--- config.mk ---
export PLATFORM = sky130hd
export DESIGN_NAME = hilo_ctrl
export DESIGN_NICKNAME = d
export VERILOG_FILES = /design/src/rtl/hilo_ctrl.sv
export SDC_FILE = /design/constraint.sdc
export NUM_CORES = 1
export LEC_CHECK = 0
export CORE_MARGIN = 3
export CORE_UTILIZATION = 39
export DETAILED_ROUTE_END_ITERATION = 6
export MAX_ROUTING_LAYER = met4
export PLACE_DENSITY = 0.88
export SETUP_SLACK_MARGIN = 0.2
export SYNTH_ARGS = -nofsm -noshare
export SYNTH_HDL_FRONTEND = slang
export SYNTH_SLANG_ARGS = --single-unit
--- constraint.sdc ---
create_clock -name clk -period 1.44 [get_ports clk]
set_input_delay 0.288 -clock clk [delete_from_list [all_inputs] [get_ports clk]]
set_output_delay 0.288 -clock clk [all_outputs]
set_load 0.005 [all_outputs]
--- src/rtl/hilo_ctrl.sv ---
// HI/LO register controller for a multi-cycle multiplier: sequences the
// multiplier enable, captures the product into HI/LO and services MTHI/MTLO.
module hilo_ctrl #(
  parameter int MULT_CYCLES = 33,
  parameter int W           = 32
) (
  input  logic         clk,
  input  logic         reset,
  input  logic         start,
  input  logic         mthi,
  input  logic         mtlo,
  input  logic [W-1:0] wr_data,
  input  logic [W-1:0] mult_hi,
  input  logic [W-1:0] mult_lo,
  output logic         mult_control,
  output logic         busy,
  output logic         done,
  output logic [W-1:0] hi,
  output logic [W-1:0] lo
);

  localparam int CW = $clog2(MULT_CYCLES + 1);
  localparam logic [CW-1:0] LAST = CW'(MULT_CYCLES - 1);

  typedef enum logic [1:0] {IDLE, RUN, CAPTURE} state_e;

  state_e         state_q, state_d;
  logic [CW-1:0]  cnt_q, cnt_d;
  logic           mctl_q, mctl_d;
  logic           busy_q, busy_d;
  logic           done_q, done_d;
  logic [W-1:0]   hi_q, hi_d;
  logic [W-1:0]   lo_q, lo_d;

  // A start in IDLE wins over simultaneous MTHI/MTLO, which are then dropped.
  always_comb begin
    state_d = state_q;
    cnt_d   = cnt_q;
    mctl_d  = mctl_q;
    done_d  = 1'b0;
    hi_d    = hi_q;
    lo_d    = lo_q;
    case (state_q)
      IDLE: begin
        if (start) begin
          state_d = RUN;
          mctl_d  = 1'b1;
          cnt_d   = '0;
        end else begin
          if (mthi) hi_d = wr_data;
          if (mtlo) lo_d = wr_data;
        end
      end
      RUN: begin
        cnt_d = cnt_q + CW'(1);
        if (cnt_q == LAST) begin
          state_d = CAPTURE;
          mctl_d  = 1'b0;
        end
      end
      CAPTURE: begin
        hi_d    = mult_hi;
        lo_d    = mult_lo;
        done_d  = 1'b1;
        state_d = IDLE;
      end
      default: begin
        state_d = IDLE;
        mctl_d  = 1'b0;
      end
    endcase
    busy_d = (state_d != IDLE);
  end

  always_ff @(posedge clk or negedge reset) begin
    if (!reset) begin
      state_q <= IDLE;
      cnt_q   <= '0;
      mctl_q  <= 1'b0;
      busy_q  <= 1'b0;
      done_q  <= 1'b0;
      hi_q    <= '0;
      lo_q    <= '0;
    end else begin
      state_q <= state_d;
      cnt_q   <= cnt_d;
      mctl_q  <= mctl_d;
      busy_q  <= busy_d;
      done_q  <= done_d;
      hi_q    <= hi_d;
      lo_q    <= lo_d;
    end
  end

  assign mult_control = mctl_q;
  assign busy         = busy_q;
  assign done         = done_q;
  assign hi           = hi_q;
  assign lo           = lo_q;

endmodule

# Yosys cells after proc, flatten, opt, wreduce, memory -nomap -nowiden

Index checks and enable logic that the tools add are counted.

Register bits after elaboration: 75
Bits in latches: 0
Bits in writable memories: 0
Memory bits (read-only): 0
Logic and storage cells: 40
Memories kept: 0

Add/subtract/negate cells: 1
Multipliers: 0
Divide/modulo/power cells: 0
$lt $le $gt $ge: 0
Eq/ne operators: 8
Shift operators: 0
Mux-type cells: 15
Bitwise logic cells: 1
Reduce and logical (&&, ||, !) cells: 8

Operator list:

| cell                | number |
|---|---|
| $mux 32             | 4 |
| $pmux 32 s2         | 2 |
| $pmux 6 s2          | 1 |
| $ne 2x2->1 const B  | 5 |
| $reduce_and 3->1    | 3 |
| $add 6x1->6 const B | 1 |
| $eq 6x6->1 const B  | 1 |
| $mux 6              | 1 |
| $reduce_bool 2->1   | 3 |
| $mux 2              | 2 |
| $pmux 2 s2          | 1 |
| $mux 1              | 3 |
| $pmux 1 s3          | 1 |
| $eq 2x1->1 const B  | 1 |
| $eq 2x2->1 const B  | 1 |
| $logic_not 2->1     | 1 |
| $reduce_and 2->1    | 1 |
| $not 1->1           | 1 |

# Longest topological paths before layout

Gate-level depths: netlist of the first run.

Depth in word-level cells: 4
Depth in mapped cells: 6
Mapped depth without buffers: 4

# Worst setup path before layout of the first run

OpenSTA, ideal clock, no wires.

Kind: reg-to-reg
Start point: register state_q[0]
End point: register lo_q[0], in the netlist lo[0]
Setup time: 125 ps
Data arrival time: 1451 ps
Data required time: 1315 ps
Path slack: -136 ps
Stages on the path, launching flop included: 7
Path buffers: 3
Clock period less this slack: 1576 ps
Cells stage by stage: dfrtp_1 buf_6 nor2b_4 buf_6 buf_6 mux2_4 mux2_2

Longest elaborated chain between the ends: 3
Elaborated cells between the ends (all ways): 7
Those cells by class: 3 x eq/ne; 1 x mux; 3 x reduce/logical

RTL lines:

| element                                                   | RTL line | text |
|---|---|---|
| start, declared                                           | 27       | `state_e state_q, state_d;` |
| start signal, assigned                                    | 85       | `state_q <= state_d;` |
| $eq 2x2->1 or $logic_not 2->1 (tied branches)             | 43       | `case (state_q)` |
| $reduce_bool 2->1 (no line) or $ne 2x2->1 (tied branches) | --       |  |
| $reduce_and 3->1 (no line)                                | --       |  |
| end signal, assigned                                      | 91       | `lo_q <= lo_d;` |
| end, declared                                             | 33       | `logic [W-1:0] lo_q, lo_d;` |

Parallel ways exist; a longest one is shown, timed or not.
A chain may end at the register's enable or synchronous reset.

# Worst setup path in the final report of the first run

Start point: register state_q[0]
End point: register hi_q[18], in the netlist hi[18]

Longest elaborated chain between the ends: 3
Elaborated cells between the ends (all ways): 7
Those cells by class: 3 x eq/ne; 1 x mux; 3 x reduce/logical

RTL lines:

| element                                                   | RTL line | text |
|---|---|---|
| $logic_not 2->1 or $eq 2x2->1 (tied branches)             | 43       |  |
| $ne 2x2->1 (no line) or $reduce_bool 2->1 (tied branches) | --       |  |
| $reduce_and 3->1 (no line)                                | --       |  |
| end signal, assigned                                      | 90       | `hi_q <= hi_d;` |
| end, declared                                             | 32       | `logic [W-1:0] hi_q, hi_d;` |

Parallel ways exist; a longest one is shown, timed or not.

==> flow_metrics.py, run 1 <==
metrics = {
    "run_status": {
        "status": "complete, but fails checks",
        "violations": "setup timing",
    },
    "finish": {
        "finalNetCount": 579,
        "design_area_um2": 6460,
        "syn2layout_area_growth_pct": 66.2,
        "fill_cells": 694,
        "drive_gt1_share_pct": 56.5,
        "n_antenna_cell": 0,
    },
    "synthesis": {
        "yosys_register_bits": 75,
        "yosysMostFrequentCell": "mux2_2",
        "synth_top_flop_cell": "dfrtp_1",
        "synthTopCellsByCount": "80 x mux2_2, 75 x dfrtp_1, 49 x mux2_4",
        "async_reset_ff_share_pct": 100,
        "yosys.area.top_type": "dfrtp_1",
        "synth.yosys.seq_area_share_pct": 48.3,
        "syn-cell-area_um2": 3890,
        "yosys-top-cells-area": "dfrtp_1 48%, mux2_2 23%, mux2_4 19%, buf_6 2.0%, ha_1 0.64%",
        "yosys_warnings": 0,
        "ys_types": 26,
        "syn_inst": 257,
        "synth_edf_count": 0,
        "synth_top_area_share_pct": 48.3,
        "syn-mean-instance-area_um2": 15.1,
        "syn-num-nets": 360,
    },
    "cts": {
        "clockBufferDepth": 2,
        "clock_latency_ns": 0.34,
        "cts_tree": "done",
        "path_clk_slew_ns": 0.09,
        "cts_root_buffer": "clkbuf_8",
        "cts_sinks": 75,
        "h-tree-depth": 3,
        "numCtsBuffers": 9,
    },
    "worst_setup_path": {
        "cp.required_ns": 1.65,
        "critPathTopFamily": "multiplexers",
        "crit_buf_inv": 2,
        "slowest_stage": "dfrtp_1",
        "worst-setup-path-type": "reg2reg",
        "crit_chain": "nor2b_4 > buf_6 > clkbuf_16 > mux2_4 > mux2_4",
        "crit_fanout": 8,
        "worst_ep_arrival_time_ns": 1.80,
        "cp_common_cell": "mux2_4",
        "end_kind": "flip-flop",
        "start_kind": "flip-flop",
        "max_stage_delay_ns": 0.41,
    },
    "die": {
        "die_h_um": 106,
        "io_pins": 168,
        "start_util_pct": 41.1,
        "die_area_um2": 11200,
        "placementRows": 35,
        "die_x_um": 106,
        "coreArea_um2": 9460,
    },
    "pwr": {
        "p_leak_nw": 2.98,
        "power_density_nw_per_um2": 1480,
        "total_power_mw": 9.57,
        "peakVddDrop_v": 0.000779,
    },
    "timing": {
        "finalSetupViolCount": 64,
        "drv_slew": 0,
        "slew_headroom_pct": 71.9,
        "setup_tns_ns": -8.07,
        "rsz0062_at_grt": "true",
        "period_needed_ns": 1.59,
        "fmax_mhz": 629,
        "timing.final.crit_share_pct": 110,
        "hold_ws_ns": 0.485,
        "layout_setup_ws_ns": -0.150,
        "worst_pin_slew_ns": 0.422,
        "skew_ns": 0.00963,
        "hold_viol": 0,
    },
    "place": {
        "dp_hpwl_um": 7580,
        "placed_cell_area_um2": 5960,
        "gp_congestion": 0.837,
        "io_buffers": 167,
    },
    "drt": {
        "avgRoutedWirePerCell_um": 18.8,
        "vias": 2972,
        "avgViaCountPerCell": 4.87,
        "dr.pass1.iters": 4,
        "remaining_drc_errors": 0,
        "ant_nets": 0,
        "initialDrtViolationCount": 78,
        "wl_um": 11500,
    },
    "run": {
        "cap_violations": 0,
    },
    "grt": {
        "grt_first_pass_wirelength_um": 17600,
        "grt_usage_pct": 20.4,
        "antenna_found_initial": 0,
        "overflow": 0,
        "grt_pass1_vias": 3341,
        "grt_max_degree": 76,
    },
    "hold_path": {
        "min-delay-path-class": "in2async",
    },
}
==> worst min-delay path: cells and delay by family <==
kind	cells	cell delay [ns]
buf+inv	3	0.96
==> flip-flops by register name (all words and copies together), names as in the netlist <==
| name | cells |
|---|---|
| busy | 1 |
| done | 1 |
| lo | 32 |
| mult_control | 1 |
| cnt_q | 6 |
| state_q | 2 |
| hi | 32 |
==> final timing paths <==
check,startpoint,end,slack (ns),depth (start not counted)
min in group clk,hi[27],hi[27],0.51,1
max in group asynchronous,reset,cnt_q[0],0.58,3
min,reset,hi[23],0.48,3
min reg2reg,hi[27],hi[27],0.51,1
max,state_q[0],hi[18],-0.15,5
max reg2reg,state_q[0],hi[18],-0.15,5
==> per-stage QoR <==
step           cells  util [%]  setup slack (ns)
2_1_floorplan    257         -            -0.134
3_3_place_gp     550      63.1            -0.393
3_5_place_dp     550      63.1            -0.443
4_1_cts          600      67.2            -0.152
5_1_grt          610      68.3            -0.177
6_report         610      68.3            -0.150
==> cell usage in the layout, fill, tap and decap left out, drive strengths merged <==
cell | netlist | final
nand3 | 2 | 2
clkbuf | 1 | 43
ha | 2 | 2
inv | 5 | 6
o311ai | 2 | 2
bufinv | 0 | 2
buf | 13 | 86
dfrtp | 75 | 75
clkdlybuf4s50 | 0 | 99
or3b | 1 | 1
nand2b | 3 | 3
nor2 | 2 | 2
nand2 | 6 | 6
nand4 | 1 | 1
o21ai | 4 | 4
o21bai | 2 | 2
o41ai | 1 | 1
clkinvlp | 0 | 2
mux2 | 129 | 129
nor2b | 2 | 2
dlygate4sd3 | 0 | 1
and4b | 1 | 1
mux2i | 1 | 1
clkinv | 0 | 1
a21oi | 2 | 2
clkdlybuf4s15 | 0 | 3
a22o | 1 | 1
and2 | 1 | 1
==> power by group <==
group	leakage, nW	switching [mW]	internal [mW]	total [mW]
Sequential	0.881	0.510	3.00	3.51
Combinational	1.99	1.45	2.81	4.26
Clock	0.103	0.816	0.981	1.80
==> layer usage <==
| layer | track usage [%] | up-vias | part of all wire, % |
|---|---|---|---|
| met5 | - | - | 0 |
| met4 | 4.16 | 0 | 0.92 |
| met3 | 4.16 | 10 | 4.2 |
| met2 | 36.7 | 98 | 53 |
| met1 | 23.6 | 1504 | 42 |
| li1 | - | 1360 | - |
==> repair_timing <==
| action | 4_1_cts | 5_1_grt |
|---|---|---|
| setup endpoints to repair | 136 | 102 |
| pin swaps | 0 | 1 |
| cloned | 3 | 4 |
| setup buffers | 30 | 6 |
| endpoints found under the hold margin | 75 | 0 |
| hold buffers | 1 | 0 |
| gates resized for setup | 210 | 63 |
==> kinds of logic after synthesis <==
kind of cell,Yosys count,synth area share (%)
compound gates,12,2.25
fa+ha+maj,2,0.644
buf+inv,19,3.61
flops,75,48.3
mux,130,42.4
simple gates,19,2.83
==> final cells by class <==
| type | count | area, um2 | area share (%) |
|---|---|---|---|
| multi-input cells | 163 | 2190 | 33.9 |
| clock inverters | 6 | 88.8 | 1.38 |
| clock buffers | 10 | 128 | 1.98 |
| flip-flops and latches | 75 | 1880 | 29.1 |
| repair buffers | 222 | 2000 | 30.9 |
| well taps | 129 | 161 | 2.50 |
| inverters | 5 | 18.8 | 0.291 |
Power figures use the tool's default switching activity.
==> run 2, diff against run 1 <==
--- a/config.mk
+++ b/config.mk
@@ -5,11 +5,12 @@
 export SDC_FILE = /design/constraint.sdc
 export NUM_CORES = 1
 export LEC_CHECK = 0
+export CORE_ASPECT_RATIO = 1.5
 export CORE_MARGIN = 3
-export CORE_UTILIZATION = 39
+export CORE_UTILIZATION = 43
 export DETAILED_ROUTE_END_ITERATION = 6
 export MAX_ROUTING_LAYER = met4
-export PLACE_DENSITY = 0.88
+export PLACE_DENSITY = 0.91
 export SETUP_SLACK_MARGIN = 0.2
 export SYNTH_ARGS = -nofsm -noshare
 export SYNTH_HDL_FRONTEND = slang
==> constraint.sdc (replaced) <==
create_clock -name clk -period 1.8 [get_ports clk]
set_input_delay 0.36 -clock clk [delete_from_list [all_inputs] [get_ports clk]]
set_output_delay 0.36 -clock clk [all_outputs]
set_load 0.005 [all_outputs]
==> run 2 against run 1 <==
- clock power is 3% lower
- register-to-register slack better by 0.33 ns
- setup slack better by 0.33 ns
- utilization is 6.8 points higher
- critical endpoint is now hi[10]
- largest power group unchanged
- clock skew is 0.0036 ns lower
- final cell count is 8.2% lower
- clock-buffer cell count is 5 higher
- sequential share of layout area is 0.070 points lower
- sequential cell count stayed put
- critical path depth stayed put
- total power is 17% lower
- first-iteration DRC count is 9.0% higher
- the run ends with hold timing left
==> flow_metrics.py, run 2 (synthesized netlist as in run 1, its figures left out) <==
metrics = {
    "place": {
        "placed_cells": 530,
        "gp_congestion": 0.802,
        "dp_hpwl_um": 8160,
        "post-place-ws_ns": -0.116,
        "io_buffers": 167,
    },
    "die": {
        "coreArea_um2": 8620,
        "start_util_pct": 45.1,
        "die_area_um2": 10200,
        "die_h_um": 122,
        "io_pins": 168,
        "placementRows": 41,
        "die_x_um": 83.6,
    },
    "drt": {
        "dr.pass1.iters": 4,
        "wl_um": 12000,
        "initialDrtViolationCount": 85,
        "avgRoutedWirePerCell_um": 21.5,
        "vias": 2934,
        "remaining_drc_errors": 0,
        "ant_nets": 0,
        "avgViaCountPerCell": 5.24,
    },
    "pwr": {
        "peakVddDrop_v": 0.000765,
        "p_leak_nw": 2.83,
        "power_density_nw_per_um2": 1220,
    },
    "finish": {
        "drive_gt1_share_pct": 39.1,
        "register_area_um2": 1880,
        "fill_cells": 540,
        "final_cell_mix": "154 x clkdlybuf4s50_1, 80 x mux2_4, 75 x dfrtp_1, 49 x mux2_2, 15 x clkbuf_16",
        "n_antenna_cell": 0,
        "stdcell_count": 560,
        "final_util_pct": 75.1,
        "layout_commonest_cell": "clkdlybuf4s50_1",
        "syn2layout_area_growth_pct": 66.5,
        "multi_input_area_um2": 2020,
        "finalNetCount": 551,
    },
    "cts": {
        "clock_latency_ns": 0.33,
        "h-tree-depth": 3,
        "clockBufferDepth": 2,
        "cts_sinks": 75,
        "path_clk_slew_ns": 0.06,
        "numCtsBuffers": 9,
        "cts_root_buffer": "clkbuf_16",
        "cts_tree": "done",
    },
    "timing": {
        "fmax_mhz": 616,
        "timing.final.crit_share_pct": 90.2,
        "period_needed_ns": 1.62,
        "skew_ns": 0.00607,
        "hold_ws_ns": -0.00507,
        "slew_headroom_pct": 66.6,
        "hold_viol": 4,
        "layout_setup_ws_ns": 0.176,
        "rsz0062_at_grt": "true",
        "worst_pin_slew_ns": 0.501,
        "drv_slew": 0,
        "finalSetupViolCount": 0,
    },
    "run": {
        "cap_violations": 0,
    },
    "run_status": {
        "violations": "hold timing",
        "status": "complete, but fails checks",
    },
    "worst_setup_path": {
        "start_kind": "flip-flop",
        "worst-setup-path-type": "reg2reg",
        "cp.required_ns": 2.01,
        "crit_fanout": 8,
        "end_kind": "flip-flop",
        "worst_ep_arrival_time_ns": 1.84,
    },
    "grt": {
        "grt_pass1_vias": 3227,
        "antenna_found_initial": 0,
        "grt_max_degree": 39,
        "grt_usage_pct": 21.3,
        "overflow": 0,
        "grt_first_pass_wirelength_um": 16400,
    },
    "hold_path": {
        "min-delay-path-class": "in2async",
    },
}
## run 2: what timing repair did
action                     CTS  global route
pin swaps                    0             2
cloned                       0             9
gates resized for setup      1            48
setup endpoints to repair   32            71
hold buffers                 0             0
setup buffers                0             5
## run 2: layer usage
layer  up-vias  GRT usage (%)  routed length, um
li1       1308              -                  -
met1      1458           21.6               4160
met2       130           38.1               6770
met3        38           3.43                545
met4         0           13.7                538
met5         -              -                  0
## run 2: path summary, 6_finish.rpt
check | from | endpoint | slack, ns | cells after the start
setup / recovery | state_q[0] | hi[10] | 0.18 | 5
max in group asynchronous | reset | hi[20] | 1.24 | 2
hold / removal | reset | cnt_q[0] | -0.005 | 1
hold reg to reg | cnt_q[5] | cnt_q[5] | 0.49 | 1
min in group clk | cnt_q[5] | cnt_q[5] | 0.49 | 1
setup reg to reg | state_q[0] | hi[10] | 0.18 | 5
## run 2: metrics by stage
step | setup TNS (ns) | instance area [um2] | power (mW)
global route | 0 | 6470 | 8.30
detailed placement | -5.67 | 5760 | 5.94
finish | 0 | 6470 | 7.92
global placement | -4.41 | 5760 | 5.76
floorplan | 0 | 3890 | 3.92
CTS | 0 | 6050 | 7.69
## run 2: final cells by class
cell class / count / share of cell area, %
clock buffers: 15 / 4.45
clock inverters: 1 / 0.0774
inverters: 5 / 0.290
multi-input cells: 163 / 31.2
flip-flops and latches: 75 / 29.0
well taps: 107 / 2.07
repair buffers: 194 / 32.9
## run 2: power breakdown
group | switching [mW] | leakage, nW | internal, mW
combinational | 1.06 | 1.80 | 2.29
clock | 0.658 | 0.146 | 1.08
sequential | 0.427 | 0.882 | 2.40
total | 2.15 | 2.83 | 5.78
## run 2: worst max-delay path, cell delays in order, from the launching register on
cell	delay, ns
dfrtp_1	0.41
nor2b_4	0.20
buf_12	0.15
buf_12	0.13
mux2_2	0.35
mux2_4	0.27
